**config.mk**
```make
export PLATFORM = sky130hd
export DESIGN_NAME = vector_operand_streamer
export DESIGN_NICKNAME = d
export VERILOG_FILES = /design/src/rtl/vector_operand_streamer_pkg.sv /design/src/rtl/vector_element_select.sv /design/src/rtl/vector_operand_streamer.sv
export SDC_FILE = /design/constraint.sdc
export NUM_CORES = 2
export LEC_CHECK = 0
export BUFFER_PORTS_ARGS = -buffer_cell sky130_fd_sc_hd__buf_4
export CORE_AREA = 2 2 374 376
export CTS_BUF_LIST = sky130_fd_sc_hd__clkbuf_4
export CTS_CLUSTER_DIAMETER = 50
export DETAILED_ROUTE_END_ITERATION = 12
export DIE_AREA = 0 0 376 378
export MAX_ROUTING_LAYER = met4
export PLACE_DENSITY_LB_ADDON = 0.2
export SLEW_MARGIN = 20
export SYNTH_ARGS = -nofsm -noshare
export SYNTH_HDL_FRONTEND = slang
export SYNTH_SLANG_ARGS = --single-unit
export TNS_END_PERCENT = 10
```
**constraint.sdc**
```tcl
create_clock -name clk -period 28.1 [get_ports clk]
set_input_delay 5.62 -clock clk [delete_from_list [all_inputs] [get_ports clk]]
set_output_delay 5.62 -clock clk [all_outputs]
set_load 0.1 [all_outputs]
```
**src/rtl/vector_operand_streamer_pkg.sv**
```systemverilog
// Shared definitions for the vector operand streamer: element width codes,
// FSM state encoding and width lookup helpers.
package vector_operand_streamer_pkg;

    localparam logic [2:0] ONE_BYTE   = 3'd0;
    localparam logic [2:0] TWO_BYTE   = 3'd1;
    localparam logic [2:0] FOUR_BYTE  = 3'd2;
    localparam logic [2:0] EIGHT_BYTE = 3'd3;

    typedef enum logic [1:0] {
        ST_IDLE   = 2'd0,
        ST_STREAM = 2'd1,
        ST_FINISH = 2'd2
    } state_t;

    function automatic logic dtype_valid(input logic [2:0] dt);
        logic ok;
        case (dt)
            ONE_BYTE, TWO_BYTE, FOUR_BYTE, EIGHT_BYTE: ok = 1'b1;
            default:                                   ok = 1'b0;
        endcase
        return ok;
    endfunction

    // log2 of the element width in bits; max element count is VLEN >> this.
    function automatic logic [2:0] ew_log2(input logic [2:0] dt);
        logic [2:0] lg;
        case (dt)
            ONE_BYTE:   lg = 3'd3;
            TWO_BYTE:   lg = 3'd4;
            FOUR_BYTE:  lg = 3'd5;
            EIGHT_BYTE: lg = 3'd6;
            default:    lg = 3'd3;
        endcase
        return lg;
    endfunction

endpackage

```
**src/rtl/vector_element_select.sv**
```systemverilog
// Combinational extraction of element i (width set by data_type) from a
// vector register image, zero-extended to the element output width.
module vector_element_select
    import vector_operand_streamer_pkg::*;
#(
    parameter int VLEN     = 256,
    parameter int ELEM_LEN = 64,
    parameter int IDX_LEN  = 6
) (
    input  logic [VLEN-1:0]     i_vec,
    input  logic [IDX_LEN-1:0]  i_index,
    input  logic [2:0]          i_data_type,
    output logic [ELEM_LEN-1:0] o_elem
);

    logic [31:0]         w_shamt;
    logic [ELEM_LEN-1:0] w_low;
    logic [ELEM_LEN-1:0] w_mask;

    always_comb begin
        w_shamt = 32'(i_index) << ew_log2(i_data_type);
        w_low   = ELEM_LEN'(i_vec >> w_shamt);
        // A shift by the full width yields zero, so 64-bit elements get an all-ones mask.
        w_mask  = (ELEM_LEN'(1) << (32'd1 << ew_log2(i_data_type))) - ELEM_LEN'(1);
        o_elem  = w_low & w_mask;
    end

endmodule

```
**src/rtl/vector_operand_streamer.sv**
```systemverilog
// Snapshots two source vectors and the v0 mask at issue, then streams them
// one element per valid/ready handshake with index, mask-active and last tags.
module vector_operand_streamer
    import vector_operand_streamer_pkg::*;
#(
    parameter int DATA_LEN    = 32,
    parameter int VECTOR_SIZE = 8,
    parameter int ELEM_LEN    = 64,
    parameter int IDX_LEN     = 6,
    localparam int VLEN       = VECTOR_SIZE * DATA_LEN
) (
    input  logic                clk,
    input  logic                rst,
    input  logic                rdy_in,
    input  logic                start,
    input  logic                vm,
    input  logic [DATA_LEN-1:0] length,
    input  logic [2:0]          data_type,
    input  logic [VLEN-1:0]     v0_data,
    input  logic [VLEN-1:0]     rs1_data,
    input  logic [VLEN-1:0]     rs2_data,
    output logic                busy,
    output logic                elem_valid,
    input  logic                elem_ready,
    output logic [IDX_LEN-1:0]  elem_index,
    output logic [ELEM_LEN-1:0] elem_a,
    output logic [ELEM_LEN-1:0] elem_b,
    output logic                elem_active,
    output logic                elem_last,
    output logic                done,
    output logic                err,
    output state_t              dbg_state
);

    localparam int VW = $clog2(VLEN);

    // Handshake: an element moves on a rising edge where elem_valid, elem_ready
    // and rdy_in are all high; outputs then hold until that edge occurs.
    state_t              r_state;
    logic [VLEN-1:0]     r_v0, r_rs1, r_rs2;
    logic                r_vm;
    logic [2:0]          r_dtype;
    logic [IDX_LEN-1:0]  r_eff_len, r_index;
    logic [ELEM_LEN-1:0] r_a, r_b;
    logic                r_active, r_last, r_valid, r_busy, r_done, r_err;

    state_t              w_next_state;
    logic                w_load, w_adv, w_elem_load, w_type_ok;
    logic [DATA_LEN-1:0] w_max_len;
    logic [IDX_LEN-1:0]  w_eff_len, w_sel_idx, w_sel_len;
    logic [VLEN-1:0]     w_sel_v0, w_sel_rs1, w_sel_rs2;
    logic [2:0]          w_sel_dtype;
    logic                w_sel_vm, w_sel_active, w_sel_last;
    logic [ELEM_LEN-1:0] w_sel_a, w_sel_b;

    // Clamp at full DATA_LEN width so oversized vl values never alias after truncation.
    always_comb begin
        w_type_ok = dtype_valid(data_type);
        w_max_len = DATA_LEN'(VLEN) >> ew_log2(data_type);
        w_eff_len = (length < w_max_len) ? length[IDX_LEN-1:0] : w_max_len[IDX_LEN-1:0];
    end

    always_comb begin
        w_next_state = r_state;
        w_load       = 1'b0;
        w_adv        = 1'b0;
        case (r_state)
            ST_IDLE: begin
                if (start) begin
                    w_load       = 1'b1;
                    w_next_state = (!w_type_ok || w_eff_len == '0) ? ST_FINISH : ST_STREAM;
                end
            end
            ST_STREAM: begin
                if (elem_ready) begin
                    if (r_last) w_next_state = ST_FINISH;
                    else        w_adv        = 1'b1;
                end
            end
            ST_FINISH: w_next_state = ST_IDLE;
            default:   w_next_state = ST_IDLE;
        endcase
    end

    // The next element is selected from the live inputs on issue, else from the snapshot.
    always_comb begin
        w_sel_idx    = w_load ? '0 : r_index + IDX_LEN'(1);
        w_sel_len    = w_load ? w_eff_len : r_eff_len;
        w_sel_v0     = w_load ? v0_data   : r_v0;
        w_sel_rs1    = w_load ? rs1_data  : r_rs1;
        w_sel_rs2    = w_load ? rs2_data  : r_rs2;
        w_sel_dtype  = w_load ? data_type : r_dtype;
        w_sel_vm     = w_load ? vm        : r_vm;
        w_sel_active = w_sel_vm | w_sel_v0[VW'(w_sel_idx)];
        w_sel_last   = (w_sel_idx == w_sel_len - IDX_LEN'(1));
        w_elem_load  = w_adv | (w_load & (w_next_state == ST_STREAM));
    end

    vector_element_select #(.VLEN(VLEN), .ELEM_LEN(ELEM_LEN), .IDX_LEN(IDX_LEN)) u_sel_a (
        .i_vec(w_sel_rs1), .i_index(w_sel_idx), .i_data_type(w_sel_dtype), .o_elem(w_sel_a)
    );

    vector_element_select #(.VLEN(VLEN), .ELEM_LEN(ELEM_LEN), .IDX_LEN(IDX_LEN)) u_sel_b (
        .i_vec(w_sel_rs2), .i_index(w_sel_idx), .i_data_type(w_sel_dtype), .o_elem(w_sel_b)
    );

    always_ff @(posedge clk or posedge rst) begin
        if (rst) begin
            r_state   <= ST_IDLE;
            r_v0      <= '0;
            r_rs1     <= '0;
            r_rs2     <= '0;
            r_vm      <= 1'b0;
            r_dtype   <= '0;
            r_eff_len <= '0;
            r_index   <= '0;
            r_a       <= '0;
            r_b       <= '0;
            r_active  <= 1'b0;
            r_last    <= 1'b0;
            r_valid   <= 1'b0;
            r_busy    <= 1'b0;
            r_done    <= 1'b0;
            r_err     <= 1'b0;
        end else if (rdy_in) begin
            r_state <= w_next_state;
            r_valid <= (w_next_state == ST_STREAM);
            r_busy  <= (w_next_state != ST_IDLE);
            r_done  <= (w_next_state == ST_FINISH);
            r_err   <= w_load & ~w_type_ok;
            if (w_load) begin
                r_v0      <= v0_data;
                r_rs1     <= rs1_data;
                r_rs2     <= rs2_data;
                r_vm      <= vm;
                r_dtype   <= data_type;
                r_eff_len <= w_eff_len;
            end
            if (w_elem_load) begin
                r_index  <= w_sel_idx;
                r_a      <= w_sel_a;
                r_b      <= w_sel_b;
                r_active <= w_sel_active;
                r_last   <= w_sel_last;
            end
        end
    end

    assign busy        = r_busy;
    assign elem_valid  = r_valid;
    assign elem_index  = r_index;
    assign elem_a      = r_a;
    assign elem_b      = r_b;
    assign elem_active = r_active;
    assign elem_last   = r_last;
    assign done        = r_done;
    assign err         = r_err;
    assign dbg_state   = r_state;

endmodule

```
==> qor.txt <==
library cell appearing most often on the critical path: sky130_fd_sc_hd__buf_4
Vert. Die Dim: 378 µm
routability cong.: 1.06
global-route wire length before repair: 419 mm
final worst-path setup slack: 18.55 ns
die area: 142000 µm²
clock net sink count: 728
number of enable flip-flop cells after synthesis: 0
data arrival at the endpoint of the critical path: 10.69 ns
count of final setup violators: 0
area of placed instances: 56400 µm²
post-route non-filler standard cell count: 9353
CTS Buf Count: 222
number of distinct library cell variants in the gate-level netlist after synthesis: 106
per-cell routed wire length: 32.7 µm
aggregate global routing overflow: 0
number of rows created at floorplan: 137
Mean Syn Cell Area: 7.36 µm²
min cycle time layout: 9.55 ns
peak supply drop: 0.000132 V
Pre-antenna DRT Iters: 7
total count of max-transition violations in the final report: 0
run status: completed
number of instances resized during post-cts repair: 0
normalized max-slew margin: 0.0897
top-level I/O count: 951
Hold Vio Cnt, Final: 0
core area: 139000 µm²
clk root buf: sky130_fd_sc_hd__clkbuf_4
unrepaired setup endpoints after global routing: false
fraction of synthesized cell area taken by the top area cell type: 0.366
cell count after placement: 8882
Starting DRT DRC Count: 10500
residual DRC count: 0
initial core utilization: 0.360
flip-flop cell with the highest count after synthesis: sky130_fd_sc_hd__dfrtp_1
element type at the critical path end: flop
via count of the first global-routing pass: 53300
critical path's slowest cell: sky130_fd_sc_hd__buf_4
post-CTS setup-driven buffer insertion count: 0
Least-Margin Pin Slew: 1.36 ns
kind of path behind the tightest hold check: flop to flop
CP required: 29.25 ns
cell types with the largest area share after synthesis: sky130_fd_sc_hd__dfrtp_1 37%, sky130_fd_sc_hd__nand2_1 20%, sky130_fd_sc_hd__mux2i_1 5.0%
total number of nets in the final design: 8116
highest attainable clock frequency: 105 MHz
most frequent standard cell in the layout excluding fill and tap cells: sky130_fd_sc_hd__nand2_1
maximum buffer depth of the clock tree: 3
number of input and output port buffers inserted: 758
final clock period utilization by the worst path: 0.340
Setup Crit Path Kind: input port to flop
largest driver fanout on the critical path: 64
crit path launch type: input port
worst skew pair latency: 1.29 ns
vias: 59400
area added between synthesis and finish: 19.2%
Clk pin slew, worst setup/hold paths: 0.06 ns
detailed placer's ending HPWL: 219 mm
Cell Chain, Critical Path: buf_4 -> nor3b_4 -> buf_4 -> buf_4 -> nor2_1 -> nand3_4 -> buf_4 -> buf_4 -> a21oi_1 -> o31ai_1 -> o21ai_0 -> or4_1
power density of the placed cells: 150 nW/µm²
remaining antenna violation count: 0
worst hold slack: 0.469 ns
layout cells sized above 1: 0.185
Synth Cell Area: 49800 µm²
setup TNS: 0 ns
Multi-input gate area: 29000 µm²
FILL cells: 14600
H-Tree Depth: 4
register bit count reported by yosys: 728
TritonCTS clock tree: built
synthesized netlist cell count: 6776
most frequent cells in the layout: 2617 x sky130_fd_sc_hd__nand2_1, 894 x sky130_fd_sc_hd__buf_4, 727 x sky130_fd_sc_hd__dfrtp_1
Storage cell area: 18200 µm²
share of flip-flops with an asynchronous set or reset: 1.00
via-per-instance ratio: 6.35
number of buffers inserted for hold repair after clock tree synthesis: 0
total power of the final layout: 8.94 mW
final core utilization: 0.429
number of synthesis warnings: 0
total detailed-routing wirelength: 306 mm
most area-hungry cell type in the Yosys netlist: sky130_fd_sc_hd__dfrtp_1
largest clock skew in the final design: 0.115 ns
Leak Pwr: 27.9 nW
maximum number of pins on one net before global-route repair: 176
post-route cell area: 59400 µm²
antenna violations before repair: 84
Setup Slack @ Placement: 17.59 ns
slowest stage delay, CP: 0.79 ns
share of the yosys chip area belonging to registers: 0.366
die span in x: 376 µm
max-cap violation count: 0
GR Util All Layers: 0.424
[area by class of cell]
type / instances / area share
multi-input combinational: 5421 / 0.488
sequential: 728 / 0.307
tap: 1807 / 0.0381
clock buffer: 316 / 0.0399
clock inverter: 68 / 0.00670
antenna: 86 / 0.00362
inverter: 27 / 0.00183
timing repair buffer: 900 / 0.115
[registers in the layout, indices dropped and copies added, names as in the netlist]
signal / cells
r_rs1: 256
r_dtype: 3
elem_b: 64
r_vm: 1
err: 1
dbg_state: 2
busy: 1
elem_valid: 1
done: 1
r_rs2: 256
r_v0: 64
elem_a: 64
elem_active: 1
r_eff_len: 6
elem_last: 1
elem_index: 6
[report_power, final]
group / total, mW / leakage (nW) / switching, mW / internal, mW
Sequential: 1.73 / 9.27 / 0.364 / 1.37
Clock: 1.10 / 1.63 / 0.551 / 0.549
Combinational: 6.11 / 17.0 / 4.58 / 1.52
Total: 8.94 / 27.9 / 5.50 / 3.44
[cells by family (layout without fill, tap and decap cells)]
kind of cell               count (synthesis)  after routing  synth area share
and+or+nand+nor                         3393           3393             0.272
AOI/OAI and AO/OA                       1698           1698             0.235
DFF                                      728            728             0.366
buffers and inverters                    628           1311            0.0571
muxes                                    307            307            0.0653
xor gates and xnor gates                  14             14           0.00356
adders and majority gates                  7              7           0.00176
other                                      1             88         0.0000752
[per-layer routing]
metal,share of wire,GRT usage,up-vias
li1,-,-,25100
met1,0.40,0.559,28800
met2,0.39,0.541,4791
met3,0.17,0.206,730
met4,0.046,0.182,0
met5,0,-,-
[synthesized netlist by cell type, types with 99 or more instances]
cell,instances
sky130_fd_sc_hd__a31oi_1,178
sky130_fd_sc_hd__nand2_1,2620
sky130_fd_sc_hd__mux2i_1,251
sky130_fd_sc_hd__nand3_1,114
sky130_fd_sc_hd__buf_2,224
sky130_fd_sc_hd__clkbuf_1,288
sky130_fd_sc_hd__nor2_1,391
sky130_fd_sc_hd__a211oi_1,99
sky130_fd_sc_hd__a21oi_1,349
sky130_fd_sc_hd__o21ai_0,273
sky130_fd_sc_hd__dfrtp_1,728
sky130_fd_sc_hd__o211ai_1,105
[worst paths after layout]
path,from,to,slack (ns),cells after the start
worst max-delay path,start,elem_b[13],18.55,12
worst min-delay path,r_rs1[5],r_rs1[5],0.47,2
worst max register to register,r_dtype[2],elem_b[34],21.17,12
worst min register to register,r_rs1[5],r_rs1[5],0.47,2
max in group asynchronous,rst,r_rs2[20],20.48,5
min in group asynchronous,rst,r_rs1[133],4.49,2
[worst max-delay path: cells and delay by family]
kind	cells	cell delay (ns)
AO/OA/AOI/OAI	3	0.92
buffers and inverters	5	2.63
AND/OR/NAND/NOR	4	1.34
Note: power is estimated with default switching activity, not from simulation.
